## config.mk

```make
export PLATFORM = sky130hd
export DESIGN_NAME = apb4_master_bridge
export DESIGN_NICKNAME = d
export VERILOG_FILES = /design/src/rtl/apb4_master_bridge.sv
export SDC_FILE = /design/constraint.sdc
export NUM_CORES = 1
export LEC_CHECK = 0
export BUFFER_PORTS_ARGS = -buffer_cell sky130_fd_sc_hd__buf_2
export CAP_MARGIN = 20
export CORE_MARGIN = 8
export CORE_UTILIZATION = 45
export DETAILED_ROUTE_END_ITERATION = 8
export PLACE_DENSITY = 0.87
export SYNTH_ARGS = -nofsm -noshare
export SYNTH_HDL_FRONTEND = slang
export SYNTH_SLANG_ARGS = --single-unit
```

## constraint.sdc

```tcl
create_clock -name pclk -period 1.87 [get_ports pclk]
set_input_delay 0.374 -clock pclk [delete_from_list [all_inputs] [get_ports pclk]]
set_output_delay 0.374 -clock pclk [all_outputs]
set_load 0.1 [all_outputs]
```

## src/rtl/apb4_master_bridge.sv

```systemverilog
// apb4_master_bridge: single-outstanding APB4 initiator.
// Accepts one command on a valid/ready stream, runs an APB4 SETUP/ACCESS
// transfer, and returns read data and error status on a valid/ready
// response stream.
// Optional ACCESS watchdog: define APB4_MASTER_TIMEOUT_EN to build it.
module apb4_master_bridge #(
  parameter int ADDR_WIDTH = 32,
  parameter int DATA_WIDTH = 32,
  parameter int TIMEOUT    = 256
) (
  input  logic                  pclk,
  input  logic                  presetn,
  // command stream
  input  logic                  cmd_valid,
  output logic                  cmd_ready,
  input  logic                  cmd_write,
  input  logic [ADDR_WIDTH-1:0] cmd_addr,
  input  logic [DATA_WIDTH-1:0] cmd_wdata,
  input  logic [3:0]            cmd_strb,
  input  logic [2:0]            cmd_prot,
  // response stream
  output logic                  rsp_valid,
  input  logic                  rsp_ready,
  output logic [DATA_WIDTH-1:0] rsp_rdata,
  output logic                  rsp_err,
  output logic                  rsp_timeout,
  // APB4 master port
  output logic [ADDR_WIDTH-1:0] paddr,
  output logic [2:0]            pprot,
  output logic                  psel,
  output logic                  penable,
  output logic                  pwrite,
  output logic [DATA_WIDTH-1:0] pwdata,
  output logic [3:0]            pstrb,
  input  logic                  pready,
  input  logic [DATA_WIDTH-1:0] prdata,
  input  logic                  pslverr
);

  typedef enum logic [1:0] {
    IDLE   = 2'd0,
    SETUP  = 2'd1,
    ACCESS = 2'd2,
    RESP   = 2'd3
  } state_t;

  state_t state_reg;

  // Ready only when idle; forced low while reset is asserted so no command
  // can be mistaken as accepted during reset.
  assign cmd_ready = presetn && (state_reg == IDLE);

`ifdef APB4_MASTER_TIMEOUT_EN
  localparam int CNT_W = $clog2(TIMEOUT + 1);
  // Abort on the TIMEOUT-th stalled ACCESS cycle, i.e. when the count would
  // reach TIMEOUT.
  localparam logic [CNT_W-1:0] CNT_LAST = CNT_W'(TIMEOUT - 1);
  logic [CNT_W-1:0] wait_cnt_reg;
`else
  assign rsp_timeout = 1'b0;
`endif

  // Transfer sequencer; all APB and response outputs are registered here.
  always_ff @(posedge pclk) begin
    if (!presetn) begin
      state_reg <= IDLE;
      psel      <= 1'b0;
      penable   <= 1'b0;
      pwrite    <= 1'b0;
      paddr     <= '0;
      pwdata    <= '0;
      pstrb     <= 4'b0000;
      pprot     <= 3'b000;
      rsp_valid <= 1'b0;
      rsp_rdata <= '0;
      rsp_err   <= 1'b0;
`ifdef APB4_MASTER_TIMEOUT_EN
      rsp_timeout  <= 1'b0;
      wait_cnt_reg <= '0;
`endif
    end else begin
      case (state_reg)
        IDLE: begin
          if (cmd_valid) begin
            paddr     <= cmd_addr;
            pwrite    <= cmd_write;
            pwdata    <= cmd_wdata;
            pprot     <= cmd_prot;
            // Reads never carry strobes on APB4.
            pstrb     <= cmd_write ? cmd_strb : 4'b0000;
            psel      <= 1'b1;
            penable   <= 1'b0;
            state_reg <= SETUP;
          end
        end
        SETUP: begin
          penable   <= 1'b1;
          state_reg <= ACCESS;
`ifdef APB4_MASTER_TIMEOUT_EN
          wait_cnt_reg <= '0;
`endif
        end
        ACCESS: begin
          // A slave completion wins over a watchdog expiry in the same cycle.
          if (pready) begin
            rsp_rdata <= pwrite ? '0 : prdata;
            rsp_err   <= pslverr;
            psel      <= 1'b0;
            penable   <= 1'b0;
            rsp_valid <= 1'b1;
            state_reg <= RESP;
`ifdef APB4_MASTER_TIMEOUT_EN
            rsp_timeout <= 1'b0;
          end else if (wait_cnt_reg == CNT_LAST) begin
            rsp_rdata   <= '0;
            rsp_err     <= 1'b1;
            rsp_timeout <= 1'b1;
            psel        <= 1'b0;
            penable     <= 1'b0;
            rsp_valid   <= 1'b1;
            state_reg   <= RESP;
          end else begin
            wait_cnt_reg <= wait_cnt_reg + 1'b1;
`endif
          end
        end
        RESP: begin
          if (rsp_ready) begin
            rsp_valid <= 1'b0;
            state_reg <= IDLE;
          end
        end
        default: state_reg <= IDLE;
      endcase
    end
  end

endmodule

```

== Yosys cells after proc, flatten, opt, wreduce, memory -nomap -nowiden ==
Cells that the tools add are included.
Operators by class
  reduce and logical (&&, ||, !) cells: 11
  multiplexer cells: 14
  equality and inequality tests: 6
Operators with widths (number)
  32-bit two-way mux: 1
  3-bit AND reduction: 4
  2-bit case mux with 4 select lines: 1
  2-bit two-way mux: 3
  2-bit != test, second input constant: 3
  1-bit two-way mux: 5
  2-bit equality test, second input constant: 2
  4-bit two-way mux: 1
  1-bit case mux with 2 select lines: 2
  2-bit AND reduction: 2
  2-bit nonzero test: 2
  1-bit case mux with 3 select lines: 1
  3-bit nonzero test: 1
  2-bit by 1-bit equality test with 1-bit output, second input constant: 1
  2-bit logical NOT: 1
  1-bit logical AND: 1
Storage, ports and cells
  output and inout port bits: 110
  logic and storage cells: 42
  flip-flop bits (word level): 110
  bits of input ports: 110

== Depth between registers and ports, before layout ==
Gate-level depths: netlist (run 1).
  depth in word-level cells: 3
  depth in mapped cells: 7

== Worst setup path after synthesis (run 1) ==
OpenSTA, ideal clock, no wires.
  path type: reg2out
  from: register state_reg[0]
  to: output port cmd_ready
  arrival time: 1391 ps
  slack: 105 ps
  stages on the path, launching flop included: 4
  buffers on the path: 0
  path through: dfxtp_1 > inv_1 > ha_1 > and2_1
Between the ends
  cells in the longest elaborated chain, start to end: 2
Ends and longest elaborated chain
  start: declaration: RTL line 47  | state_t state_reg;
  start signal: assignment: RTL line 66  | state_reg <= IDLE;
  start signal: assignment: RTL line 93  | state_reg <= SETUP;
  start signal: assignment: RTL line 98  | state_reg <= ACCESS;
  2-bit logical NOT: RTL line 51  | assign cmd_ready = presetn && (state_reg == IDLE);
  1-bit logical AND: RTL line 51
  end: declaration: RTL line 15  | output logic cmd_ready,
No other way between the ends.

== Worst setup path in the final report (run 1) ==
Same ends and word-level chain as after synthesis.

==> results of run 1 <==
==> what timing repair did <==
item | 4_1_cts | 5_1_grt
resized for setup | 2 | 1
setup endpoints to repair | 1 | 1
pin swaps | 0 | 0
setup buffers | 0 | 0
==> through the flow <==
step                      hold WS (ns)  cells
after CTS                        0.226    833
after floorplan                  0.483    496
after detailed placement         0.443    820
final                            0.246    834
after global placement           0.436    820
after global routing             0.224    834
==> layout by cell type, fill, tap and decap left out, types with 2 or more instances in the layout <==
cell        n
buf_12      4
inv_1       3
ha_1        4
a21boi_1   69
nand3b_1   32
a21boi_0   38
dfxtp_2     2
and2_1      2
nor2b_1     3
buf_2     216
dfxtp_1   108
nand3_1     4
nand2_1   180
buf_4       9
clkbuf_8   10
==> layer usage <==
layer	vias up	track usage, %	share of wire [%]
met5	-	0	0
met4	0	7.81	2.1
met3	20	6.59	8.6
met2	153	32.3	50
met1	1861	19.1	40
li1	2014	-	-
==> final timing paths <==
check                      from             to  slack [ns]  cells past startpoint
hold reg to reg   rsp_rdata[27]  rsp_rdata[27]        0.45                      2
setup / recovery   state_reg[0]      cmd_ready        0.10                      4
setup reg to reg   state_reg[0]   state_reg[1]        0.35                      5
hold / removal     cmd_wdata[8]      pwdata[8]        0.25                      3
==> cell families (layout without fill, tap and decap cells) <==
kind of cell	Yosys count	count (layout)
AOI/OAI and AO/OA	113	113
adders and majority gates	5	5
buffers and inverters	41	245
DFF	110	110
muxes	1	1
other	1	2
and+or+nand+nor	225	225
==> critical path: stages, from the launching register on <==
cell     delay, ns
dfxtp_2       0.36
inv_1         0.09
ha_2          0.23
and2_1        0.18
buf_12        0.18
==> final cells by class <==
type,count,area share [%]
antenna,1,0.0438
tap,133,2.91
timing repair buffer,229,21.5
multi-input combinational,345,33.6
clock inverter,2,0.613
inverter,3,0.197
sequential,110,38.6
clock buffer,11,2.48
==> power groups by stage <==
stage               clock, mW  combinational (mW)  sequential [mW]
floorplan                   0                1.23             5.56
global placement            0                4.55             2.97
global route             1.50                4.83             3.00
CTS                      1.41                4.64             2.95
finish                   1.35                4.60             2.95
detailed placement          0                4.64             3.00
==> flow_metrics.env, run 1 <==
export IMPL_critPathKind="flip-flop to primary output"
export IMPL_grtUsageTotal_pct=18.3
export IMPL_cts_path_max_buffers=2
export IMPL_synthAdderAreaFrac_pct=1.44
export IMPL_setup_viol=0
export IMPL_synth_top_family_by_area="simple AND/OR/NAND/NOR gates"
export IMPL_syn_num_nets=611
export IMPL_cp_end_kind="primary output"
export IMPL_avgViaCountPerCell=4.85
export IMPL_portBuffers=218
export IMPL_netlist_area_mm2=0.00434
export IMPL_num_rows=36
export IMPL_synth_edf_count=0
export IMPL_synth_most_common_cell="nand2_1"
export IMPL_areaGrowthSynthToFinish_pct=31.5
export IMPL_dr_pass1_iters=4
export IMPL_detail_route_wirelength_mm=12.3
export IMPL_setup_tns_ns=0
export IMPL_setup_slack_ns=0.104
export IMPL_clock_insertion_delay_worst_skew_ns=0.35
export IMPL_fill_cells=852
export IMPL_fin_skew_ns=0.0103
export IMPL_die_w_um=114
export IMPL_hold_class="primary input to flip-flop"
export IMPL_ff_latch_area_mm2=0.00220
export IMPL_ys_types=26
export IMPL_yosysTopAreaCell="dfxtp_1"
export IMPL_tightest_slew_ns=0.633
export IMPL_cp_arrival_ns=1.39
export IMPL_htree_levels=3
export IMPL_nets=813
export IMPL_dieArea_mm2=0.0131
export IMPL_maxCapViolations=0
export IMPL_post_route_period_util_pct=94.4
export IMPL_clock_root_buffer="clkbuf_8"
export IMPL_finish_instance_area_mm2=0.00571
export IMPL_ys_warn_count=0
export IMPL_total_power_mw=8.90
export IMPL_path_clk_slew_ns=0.10
export IMPL_hpwl_mm=9.32
export IMPL_vias=4048
export IMPL_cts_buffers=9
export IMPL_p_per_area_mw_per_mm2=1560
export IMPL_final_max_slew_viol_count=0
export IMPL_synth_top_area_share_pct=50.7
export IMPL_clockPowerShare_pct=15.2
export IMPL_synth_ff_type="dfxtp_1"
export IMPL_synth_area_mux_share_pct=0.230
export IMPL_drc=0
export IMPL_grt_pass1_wl_mm=19.3
export IMPL_antenna_found_initial=1
export IMPL_internal_power_mw=4.24
export IMPL_fin_util_pct=59.8
export IMPL_multiInputGateArea_mm2=0.00192
export IMPL_drive_gt1_share_pct=35.1
export IMPL_avgSynthCellArea_um2=8.76
export IMPL_max_freq_mhz=566
export IMPL_hold_viol=0
export IMPL_ctsHoldBuffers=0
export IMPL_place_gp_congestion=0.849
export IMPL_cts_tree="done"
export IMPL_grt_ovfl_total=0
export IMPL_status="finished clean"
export IMPL_post_synth_main_area_contributors="dfxtp_1, nand2_1, a21boi_1, a21boi_0, nand3b_1"
export IMPL_rsz0062_at_grt="no"
export IMPL_p_leak_nw=2.65
export IMPL_vdd_drop_max_mv=0.621
export IMPL_yosys_area_share_simple_pct=22.8
export IMPL_start_kind="flip-flop"
export IMPL_wl_per_cell_um=14.7
export IMPL_fin_crit_ns=1.77
export IMPL_dr_first_iter_drc_count=245
export IMPL_cts_sinks=110
export IMPL_ant_nets=0
export IMPL_reg_top3="paddr (32), pwdata (32), rsp_rdata (32)"
export IMPL_async_flop_share_pct=0
export IMPL_io_pins=220
export IMPL_die_h_um=114
export IMPL_dpl_instance_area_mm2=0.00553
export IMPL_core_area_mm2=0.00955
export IMPL_grt_max_degree=69
export IMPL_yosys_register_bits=110
export IMPL_synthXorXnorAreaFrac_pct=0
export IMPL_dp_slack_ns=0.307
export IMPL_worstPathRequired_ns=1.50
export IMPL_swShare_pct=52.3
export IMPL_synthCells=496
export IMPL_synth_common_cells="nand2_1, dfxtp_1, a21boi_1"
export IMPL_synth_compound_area_share_pct=19.6
export IMPL_pwr_share_comb_pct=51.7
export IMPL_grt_pass1_vias=4035
export IMPL_start_util_pct=45.5
export IMPL_synth_seq_area_share_pct=50.7
export IMPL_p_seq_share_pct=33.1
export IMPL_slew_headroom_pct=57.7
export IMPL_switchingPower_mw=4.66
export IMPL_cp_max_fo=6
Note: power is estimated with default switching activity, not from simulation.
==> run 2, diff against run 1 <==
- BUFFER_PORTS_ARGS: -buffer_cell sky130_fd_sc_hd__buf_2 -> -buffer_cell sky130_fd_sc_hd__buf_4
- CORE_UTILIZATION: 45 -> 30
- PLACE_DENSITY: 0.87 -> 0.65
==> run 2 against run 1 <==
  * Hold slack gained 0.024 ns
  * Register-to-register slack lost 0.03 ns
  * Utilization shrank 15 points
  * Count of clock-buffer cells in the layout is the same
  * Critical path type unchanged
==> flow_metrics.env, run 2 (same netlist as run 1, synthesis figures left out) <==
export IMPL_status="finished clean"
export IMPL_core_area_mm2=0.0143
export IMPL_post_route_period_util_pct=94.1
export IMPL_grt_pass1_wl_mm=20.6
export IMPL_p_seq_share_pct=29.9
export IMPL_max_freq_mhz=568
export IMPL_tightest_slew_ns=0.565
export IMPL_setup_viol=0
export IMPL_p_leak_nw=2.80
export IMPL_setup_tns_ns=0
export IMPL_total_power_mw=9.87
export IMPL_ctsHoldBuffers=0
export IMPL_areaGrowthSynthToFinish_pct=48.1
export IMPL_dieArea_mm2=0.0186
export IMPL_cp_arrival_ns=1.39
export IMPL_antenna_diode_count=0
export IMPL_cp_end_kind="primary output"
export IMPL_switchingPower_mw=4.84
export IMPL_antenna_found_initial=0
export IMPL_cts_tree="done"
export IMPL_grt_ovfl_total=0
export IMPL_cts_path_max_buffers=2
export IMPL_rsz0062_at_grt="no"
export IMPL_final_max_slew_viol_count=0
export IMPL_grt_pass1_vias=3985
export IMPL_avgViaCountPerCell=4.53
export IMPL_fin_skew_ns=0.00638
export IMPL_vias=4022
export IMPL_clock_root_buffer="clkbuf_16"
export IMPL_start_kind="flip-flop"
export IMPL_dr_first_iter_drc_count=116
export IMPL_grt_max_degree=69
export IMPL_vdd_drop_max_mv=0.462
export IMPL_wl_per_cell_um=15.4
export IMPL_layout_common_cells="buf_4, nand2_1, dfxtp_1, a21boi_1, a21boi_0"
export IMPL_cts_sinks=110
export IMPL_pwr_share_comb_pct=49.6
export IMPL_clockPowerShare_pct=20.5
export IMPL_drc=0
export IMPL_hold_viol=0
export IMPL_fin_crit_ns=1.76
export IMPL_postCtsSetupBuffers=0
export IMPL_hold_class="primary input to flip-flop"
export IMPL_final_common_cell="buf_4"
export IMPL_reg_top3="paddr (32), pwdata (32), rsp_rdata (32)"
export IMPL_detail_route_wirelength_mm=13.7
export IMPL_dr_pass1_iters=4
export IMPL_die_h_um=136
export IMPL_start_util_pct=30.3
export IMPL_place_gp_congestion=0.759
export IMPL_clock_insertion_delay_worst_skew_ns=0.34
export IMPL_nets=813
export IMPL_ant_nets=0
export IMPL_htree_levels=3
export IMPL_critPathKind="flip-flop to primary output"
export IMPL_cts_buffers=9
export IMPL_hpwl_mm=10.3
export IMPL_cts_resized=2
export IMPL_path_clk_slew_ns=0.07
export IMPL_slew_headroom_pct=62.3
export IMPL_drive_gt1_share_pct=35.3
export IMPL_io_pins=220
export IMPL_maxCapViolations=0
export IMPL_portBuffers=218
export IMPL_num_rows=44
export IMPL_cp_max_fo=6
export IMPL_internal_power_mw=5.03
export IMPL_die_w_um=136
export IMPL_swShare_pct=49.0
export IMPL_grtUsageTotal_pct=14.0
export IMPL_p_per_area_mw_per_mm2=1530
export IMPL_worstPathRequired_ns=1.50
[run 2: stage by stage]
step / hold slack [ns] / utilization (%) / worst slack [ns] / cell area [um^2] / std cells
final: 0.270 / 44.9 / 0.110 / 6430 / 887
after floorplan: 0.483 / - / 0.105 / 4340 / 496
after detailed placement: 0.446 / 42.7 / 0.267 / 6110 / 871
after global routing: 0.258 / 44.9 / 0.0324 / 6430 / 887
after global placement: 0.440 / 42.7 / 0.332 / 6110 / 871
after CTS: 0.254 / 44.9 / 0.00982 / 6430 / 887
[run 2: area by class of cell]
type | count | area, um^2
fillers | 1399 | 7880
flip-flops and latches | 110 | 2200
multi-input cells | 345 | 1920
repair buffers | 229 | 1750
clock buffers | 11 | 233
well taps | 184 | 230
clock inverters | 5 | 83.8
inverters | 3 | 11.3
[run 2: power by group through the flow]
| stage | Sequential [mW] | Combinational [mW] | Clock (mW) |
|---|---|---|---|
| 2_1_floorplan | 5.56 | 1.23 | 0 |
| 3_3_place_gp | 2.98 | 4.87 | 0 |
| 3_5_place_dp | 3.00 | 4.93 | 0 |
| 4_1_cts | 2.95 | 4.94 | 2.10 |
| 5_1_grt | 3.00 | 5.13 | 2.19 |
| 6_report | 2.95 | 4.89 | 2.03 |
[run 2: worst paths after layout]
check,cells past startpoint,to,slack [ns],from
worst max-delay path,4,cmd_ready,0.11,state_reg[0]
worst min-delay path,3,pwdata[20],0.27,cmd_wdata[20]
worst max register to register,6,rsp_rdata[16],0.32,state_reg[0]
worst min register to register,2,paddr[9],0.46,paddr[9]
[run 2: critical path, cell delays in order, from the launching register on]
cell and delay, ns:
dfxtp_2 0.35, inv_1 0.08, ha_2 0.23, and2_1 0.16
buf_6 0.22
[run 2: routing by layer]
metal / vias up / GRT usage (%) / share of wire [%]
li1: 2021 / - / -
met2: 144 / 23.2 / 49
met4: 0 / 4.76 / 1.2
met5: - / 0 / 0
met3: 13 / 5.62 / 10
met1: 1844 / 15.9 / 40
